### config.mk
export PLATFORM = sky130hd
export DESIGN_NAME = bcd_counter_multi
export DESIGN_NICKNAME = d
export VERILOG_FILES = /design/src/rtl/bcd_counter_multi.sv
export SDC_FILE = /design/constraint.sdc
export NUM_CORES = 1
export LEC_CHECK = 0
export BUFFER_PORTS_ARGS = -buffer_cell sky130_fd_sc_hd__buf_4
export CELL_PAD_IN_SITES_DETAIL_PLACEMENT = 0
export CELL_PAD_IN_SITES_GLOBAL_PLACEMENT = 2
export CORE_AREA = 4 4 84 78
export DETAILED_ROUTE_END_ITERATION = 16
export DIE_AREA = 0 0 88 82
export PLACE_DENSITY_LB_ADDON = 0.1
export SYNTH_ARGS = -nofsm -noshare
export SYNTH_HDL_FRONTEND = slang
export SYNTH_SLANG_ARGS = --single-unit
### constraint.sdc
create_clock -name clk -period 1.81 [get_ports clk]
set_clock_uncertainty 0.1 [all_clocks]
set_input_delay 0.0905 -clock clk [delete_from_list [all_inputs] [get_ports clk]]
set_output_delay 0.0905 -clock clk [all_outputs]
set_load 0.02 [all_outputs]
### src/rtl/bcd_counter_multi.sv
// Multi-digit BCD up/down counter with parallel load, digit validation and
// selectable wrap/saturate behaviour at the terminal value.
module bcd_counter_multi #(
  parameter int unsigned DIGITS   = 4,
  parameter bit          SATURATE = 1'b0
) (
  input  logic                  clk,
  input  logic                  reset,
  input  logic                  en,
  input  logic                  up_dn,
  input  logic                  load,
  input  logic [4*DIGITS-1:0]   load_val,
  output logic [4*DIGITS-1:0]   Q,
  output logic                  TC,
  output logic                  load_err
);

  logic [4*DIGITS-1:0] r_q;
  logic                r_load_err;

  logic [4*DIGITS-1:0] w_step;
  logic [4*DIGITS-1:0] w_load_san;
  logic                w_load_bad;
  logic                w_carry;
  logic [3:0]          w_dig;
  logic                w_all9;
  logic                w_all0;
  logic                w_at_term;

  // One-step increment/decrement with ripple carry/borrow across all digits.
  // Wrapping at the terminal value falls out of the chain naturally.
  always_comb begin
    w_step  = r_q;
    w_carry = 1'b1;
    w_dig   = 4'd0;
    w_all9  = 1'b1;
    w_all0  = 1'b1;
    for (int unsigned d = 0; d < DIGITS; d++) begin
      w_dig = r_q[4*d +: 4];
      if (w_dig != 4'd9) w_all9 = 1'b0;
      if (w_dig != 4'd0) w_all0 = 1'b0;
      if (w_carry) begin
        if (up_dn) begin
          if (w_dig == 4'd9) begin
            w_step[4*d +: 4] = 4'd0;
          end else begin
            w_step[4*d +: 4] = w_dig + 4'd1;
            w_carry          = 1'b0;
          end
        end else begin
          if (w_dig == 4'd0) begin
            w_step[4*d +: 4] = 4'd9;
          end else begin
            w_step[4*d +: 4] = w_dig - 4'd1;
            w_carry          = 1'b0;
          end
        end
      end
    end
  end

  // Replace any non-BCD load digit with 0 and flag the load as bad.
  always_comb begin
    w_load_san = load_val;
    w_load_bad = 1'b0;
    for (int unsigned d = 0; d < DIGITS; d++) begin
      if (load_val[4*d +: 4] > 4'd9) begin
        w_load_san[4*d +: 4] = 4'd0;
        w_load_bad           = 1'b1;
      end
    end
  end

  // Terminal value depends on the direction requested this cycle.
  always_comb begin
    w_at_term = up_dn ? w_all9 : w_all0;
    TC        = en & ~load & ~reset & w_at_term;
  end

  // Count register and load-error pulse; reset > load > en.
  always_ff @(posedge clk) begin
    if (reset) begin
      r_q        <= '0;
      r_load_err <= 1'b0;
    end else if (load) begin
      r_q        <= w_load_san;
      r_load_err <= w_load_bad;
    end else begin
      r_load_err <= 1'b0;
      if (en && !(SATURATE && w_at_term)) r_q <= w_step;
    end
  end

  assign Q        = r_q;
  assign load_err = r_load_err;

endmodule

==> results.yml, run 1 <==
cts:
  insertion_delay_ps: 250
  htree_levels: 1
  cts_buffers: 3
  path_clk_slew_ps: 70
  clockRootBuffer: "clkbuf_8"
  postCtsSetupBuffers: 0
  cts_tree: "built"
  cts_sinks: 17
  clk_path_buf_depth: 2
worst_setup_path:
  path_buf_inv: 1
  crit_slowest_cell: "or4_4"
  worstSetupPathType: "reg2out"
  max_stage_delay_ps: 540
  path_cells: "or4_4 -> nor3_2 -> or3b_4 -> a21oi_4 -> buf_6"
  cp_max_fo: 2
  cpLargestDelayFamily: "simple AND/OR/NAND/NOR gates"
  startpoint_type: "register"
  cp-end-kind: "output pin"
  worstPathRequired_ps: 1620
  r2r_cells: 4
  worstPathArrival_ps: 1900
  crit_cells: 5
placed_design:
  io_buffers: 38
  placed_cell_area_mm2: 0.00210
  dp.final_hpwl_um: 3780
  gp_congestion: 0.733
detailed_routing:
  postRouteAntennaNets: 0
  drtIter0Drc: 76
  wl_per_cell_um: 15.3
  drc: 0
  dr.pass1.iters: 4
  post_drt_via_cell_ratio: 5.37
  drt-total-wl_um: 5090
  via_count: 1788
global_routing:
  track_usage_pct: 14.4
  grt_max_degree: 39
  antenna_found_initial: 0
  grt_pass1_vias: 1645
  grt_pass1_wl_um: 8200
  grt_overflow: 0
logic_synthesis:
  yosysTopAreaCell: "dfxtp_1"
  synth_area_leaders: "dfxtp_1 20%, xnor2_1 4.2%, nand2b_1 3.4%, nor2_1 3.4%, a31oi_1 3.0%"
  ys_seq_elements: 17
  yosysMostFrequentCell: "dfxtp_1"
  synth_area_mm2: 0.00167
  ys_types: 66
  synth_top_area_share_pct: 20.4
  synth_edf_count: 0
  synth_common_cells: "17 x dfxtp_1, 15 x nor2_1, 11 x clkbuf_1, 11 x nand2_1"
  synthArstFlopShare_pct: 0
  yosys_warnings: 0
  synthCells: 223
  avgSynthCellArea_um2: 7.47
  syn_nets: 244
  ys.flop_type: "dfxtp_1"
  seq_area_frac_synth_pct: 20.4
sta:
  setup_ws_ps: -276
  slew_violations: 0
  setup_tns_ps: -276
  setup_viol: 1
  worst_pin_slew_ps: 468
  slew_headroom_pct: 68.5
  finalCritPeriodShare_pct: 115
  fmax_mhz: 479
  hold_viol: 0
  rsz0062_at_grt: "true"
  final.min_clock_period_ps: 2090
finish:
  fin_area_mm2: 0.00216
  num_antenna_cells: 0
  final_core_util_pct: 38.4
  layout-drive-gt1-share_pct: 30.0
  area_growth_pct: 29.7
  final_nets: 285
  fill_cells: 631
worst_hold_path:
  holdPathStages: 3
  hp-class: "in2reg"
floorplan:
  die_y_um: 82
  die_w_um: 88
  start_util_pct: 29.6
  io_pins: 39
  num_rows: 26
  dieArea_mm2: 0.00722
  core_area_mm2: 0.00563
run:
  maxCapViolCount: 0
power_and_ir_drop:
  cellLeakagePower_nw: 0.845
  ir_drop_mv: 0.206
  powerDensity_mw_per_mm2: 545
outcome:
  status: "complete, but fails checks"
  violations: "setup timing"
==> stage by stage <==
stage / hold slack [ps] / setup WS, ps / std cells / power (mW)
after CTS: 28.2 / -298 / 333 / 1.19
after global placement: 253 / -36.0 / 328 / 0.902
after detailed placement: 254 / -47.4 / 328 / 0.895
after floorplan: 148 / -73.0 / 223 / 0.725
after global routing: 41.6 / -347 / 333 / 1.25
final: 26.8 / -276 / 333 / 1.18
==> flip-flops by register name (all words and copies together), names as in the netlist <==
name / flops
Q: 16
load_err: 1
==> path summary, 6_finish.rpt <==
| kind | from | endpoint | slack [ps] |
|---|---|---|---|
| min | load_val[8] | Q[8] | 30 |
| min reg2reg | Q[6] | Q[6] | 540 |
| max reg2reg | Q[7] | Q[13] | 150 |
| max | Q[12] | TC | -280 |
==> worst min-delay path, cell delays in order <==
cell	delay, ps
buf_4	70
nand4b_1	90
o211ai_1	90
==> placed cells by master, fill, tap and decap left out, types with 3 or more instances in the layout <==
cell type / count
nand2b_1: 9
nor4_1: 4
inv_1: 5
and3_1: 3
a311oi_1: 3
nor2_1: 15
clkbuf_8: 3
dfxtp_1: 15
o21ai_1: 7
nor2b_1: 8
o211ai_1: 5
buf_4: 59
a21o_1: 3
a31oi_1: 8
nand3b_1: 3
and2_1: 3
a21oi_1: 7
o21ai_0: 10
a221oi_1: 4
a211oi_1: 6
nand2_1: 11
xnor2_1: 8
nor3b_1: 3
nor3_1: 5
nand3_1: 5
==> final cells by class <==
cell class,instances,area (um^2),area share (%)
clock buffers,4,45.0,2.08
inverters,5,18.8,0.868
multi-input cells,176,1200,55.7
flip-flops and latches,17,343,15.9
well taps,70,87.6,4.05
repair buffers,61,464,21.5
==> layer usage <==
| metal | vias up | share of wire [%] | track usage, % |
|---|---|---|---|
| li1 | 921 | - | - |
| met1 | 829 | 48 | 20.0 |
| met2 | 36 | 47 | 23.0 |
| met3 | 2 | 4.5 | 2.81 |
| met4 | 0 | 0.43 | 2.61 |
| met5 | - | 0 | 0 |
==> timing repair <==
action	4_1_cts	5_1_grt
gates resized for setup	1	1
endpoints found under the hold margin	1	0
setup endpoints to repair	1	2
pin swaps	1	0
hold buffers	1	0
==> power breakdown <==
part           internal (mW)  switching, mW  leakage (nW)
Clock                  0.156          0.133        0.0228
Combinational          0.216          0.254         0.682
Sequential             0.399         0.0192         0.141
Total                  0.771          0.406         0.845
==> cell families (layout without fill, tap and decap cells) <==
kind of cell / Yosys count / after routing / share of synthesized area (%)
simple gates: 87 / 87 / 31.5
compound gates: 78 / 78 / 34.2
buf+inv: 30 / 70 / 7.96
flops: 17 / 17 / 20.4
xor+xnor: 9 / 9 / 4.73
mux: 2 / 2 / 1.20
No activity file was read; power rests on OpenSTA's default activity.
==> inputs of run 2 (changes only) <==
==> constraint.sdc (replaced) <==
create_clock -name clk -period 1.81 [get_ports clk]
set_clock_uncertainty 0.1 [all_clocks]
set_input_delay 0 -clock clk [delete_from_list [all_inputs] [get_ports clk]]
set_output_delay 0 -clock clk [all_outputs]
set_load 0.02 [all_outputs]
==> results.yml, run 2 (same netlist as run 1, synthesis figures left out) <==
cts:
  postCtsSetupBuffers: 0
  cts_buffers: 3
  htree_levels: 1
  clockRootBuffer: "clkbuf_8"
  path_clk_slew_ps: 80
  insertion_delay_ps: 260
  cts_sinks: 17
  clk_path_buf_depth: 2
  cts_tree: "built"
floorplan:
  io_pins: 39
  die_w_um: 88
  start_util_pct: 29.6
  core_area_mm2: 0.00563
  die_y_um: 82
  num_rows: 26
  dieArea_mm2: 0.00722
sta:
  slew_violations: 0
  rsz0062_at_grt: "true"
  hold_viol: 2
  finalCritPeriodShare_pct: 111
  worst_pin_slew_ps: 475
  fmax_mhz: 497
  setup_tns_ps: -202
  final.min_clock_period_ps: 2010
  holdWs_ps: -6.49
  setup_ws_ps: -202
  setup_viol: 1
  slew_headroom_pct: 68.1
finish:
  fin_area_mm2: 0.00224
  stdcell_count: 341
  area_growth_pct: 34.7
  largest_register_ffs: 16
  final_nets: 293
  multi_input_area_mm2: 0.00120
  fill_cells: 612
  num_antenna_cells: 0
  ff_latch_area_um2: 343
  final_cell_mix: "59 x buf_4, 15 x dfxtp_1, 15 x nor2_1, 11 x nand2_1, 10 x o21ai_0"
  layout_commonest_cell: "buf_4"
  layout-drive-gt1-share_pct: 29.9
outcome:
  violations: "hold timing, setup timing"
  status: "complete, but fails checks"
worst_setup_path:
  startpoint_type: "register"
  r2r_cells: 6
  cp_max_fo: 2
  r2r-start: "Q[0]"
  reg2reg_to: "Q[0]"
  cp-end-kind: "output pin"
  startpoint: "Q[12]"
  worstPathArrival_ps: 1910
  rrSetupSlack_ps: 130
  worstSetupPathType: "reg2out"
  worstPathRequired_ps: 1710
detailed_routing:
  top_layer_used: "met4"
  wl_per_cell_um: 15.2
  postRouteAntennaNets: 0
  wl_met1_um: 2580
  drt-total-wl_um: 5190
  post_drt_via_cell_ratio: 5.25
  drtIter0Drc: 98
  dr_wl_met2_um: 2410
  via_count: 1789
  drc: 0
  wl_met3_um: 134
  dr.pass1.iters: 4
global_routing:
  antenna_found_initial: 0
  grt_pass1_vias: 1653
  track_usage_pct: 14.9
  grt_overflow: 0
  grt_max_degree: 45
  grt_pass1_wl_um: 8570
placed_design:
  gp_congestion: 0.782
  io_buffers: 38
  pre_cts_ws_ps: 49.4
  dp.final_hpwl_um: 3740
  placedCellCount: 328
  placed_cell_area_mm2: 0.00210
power_and_ir_drop:
  ir_drop_mv: 0.347
  powerDensity_mw_per_mm2: 538
  cellLeakagePower_nw: 0.880
worst_hold_path:
  hold_path_end: "Q[14]"
  min_from: "load_val[14]"
  holdPathStages: 3
  hp-class: "in2reg"
run:
  maxCapViolCount: 0
==> run 2: cell types whose count changed in the layout (fill, tap and decap cells not counted) <==
| cell | delta |
|---|---|
| o2111a_1 | -1 |
| o2111a_2 | +1 |
| clkbuf_1 | -1 |
| dlygate4sd3_1 | +8 |
| clkinv_2 | +1 |
==> run 2: timing repair <==
| action | in CTS | in global routing |
|---|---|---|
| setup endpoints to repair | 1 | 2 |
| hold endpoints to repair | 7 | 0 |
| pin swaps | 1 | 0 |
| hold buffers | 9 | 0 |
| resized for setup | 1 | 2 |
==> run 2: critical path, stage by stage (launching register included) <==
cell and delay [ps]:
dfxtp_2 320, or4_4 540, nor3_2 110, or3b_4 400, a21oi_4 150, buf_6 130
==> run 2: metrics by stage <==
| step | power [mW] | utilization (%) |
|---|---|---|
| 3_5_place_dp | 0.898 | 37.3 |
| 6_report | 1.21 | 39.9 |
| 4_1_cts | 1.22 | 39.8 |
| 5_1_grt | 1.29 | 39.9 |
| 3_3_place_gp | 0.905 | 37.3 |
| 2_1_floorplan | 0.725 | - |
==> run 2: area by class of cell <==
cell class                      instances  share of cell area [%]
Multi-Input combinational cell        176                    53.7
Timing Repair Buffer                   69                    24.2
Sequential cell                        17                    15.3
Tap cell                               70                    3.90
Clock buffer                            3                    1.84
Inverter                                5                   0.836
Clock inverter                          1                   0.223
==> run 2: worst max-delay path by stage <==
stage                     end  slack (ps)
after global routing       TC        -260
final                      TC        -200
after floorplan            TC          20
after detailed placement   TC          50
after global placement     TC          50
after CTS                  TC        -220
==> run 2: power breakdown <==
part | leakage, nW | switching (mW) | internal, mW
logic | 0.713 | 0.258 | 0.230
clock network | 0.0255 | 0.148 | 0.153
registers | 0.141 | 0.0200 | 0.399
total | 0.880 | 0.426 | 0.782
==> run 2: per-layer routing <==
metal	GRT usage, %	vias up
li1	-	934
met1	20.9	831
met2	24.0	20
met3	2.81	4
met4	2.61	0
met5	0	-
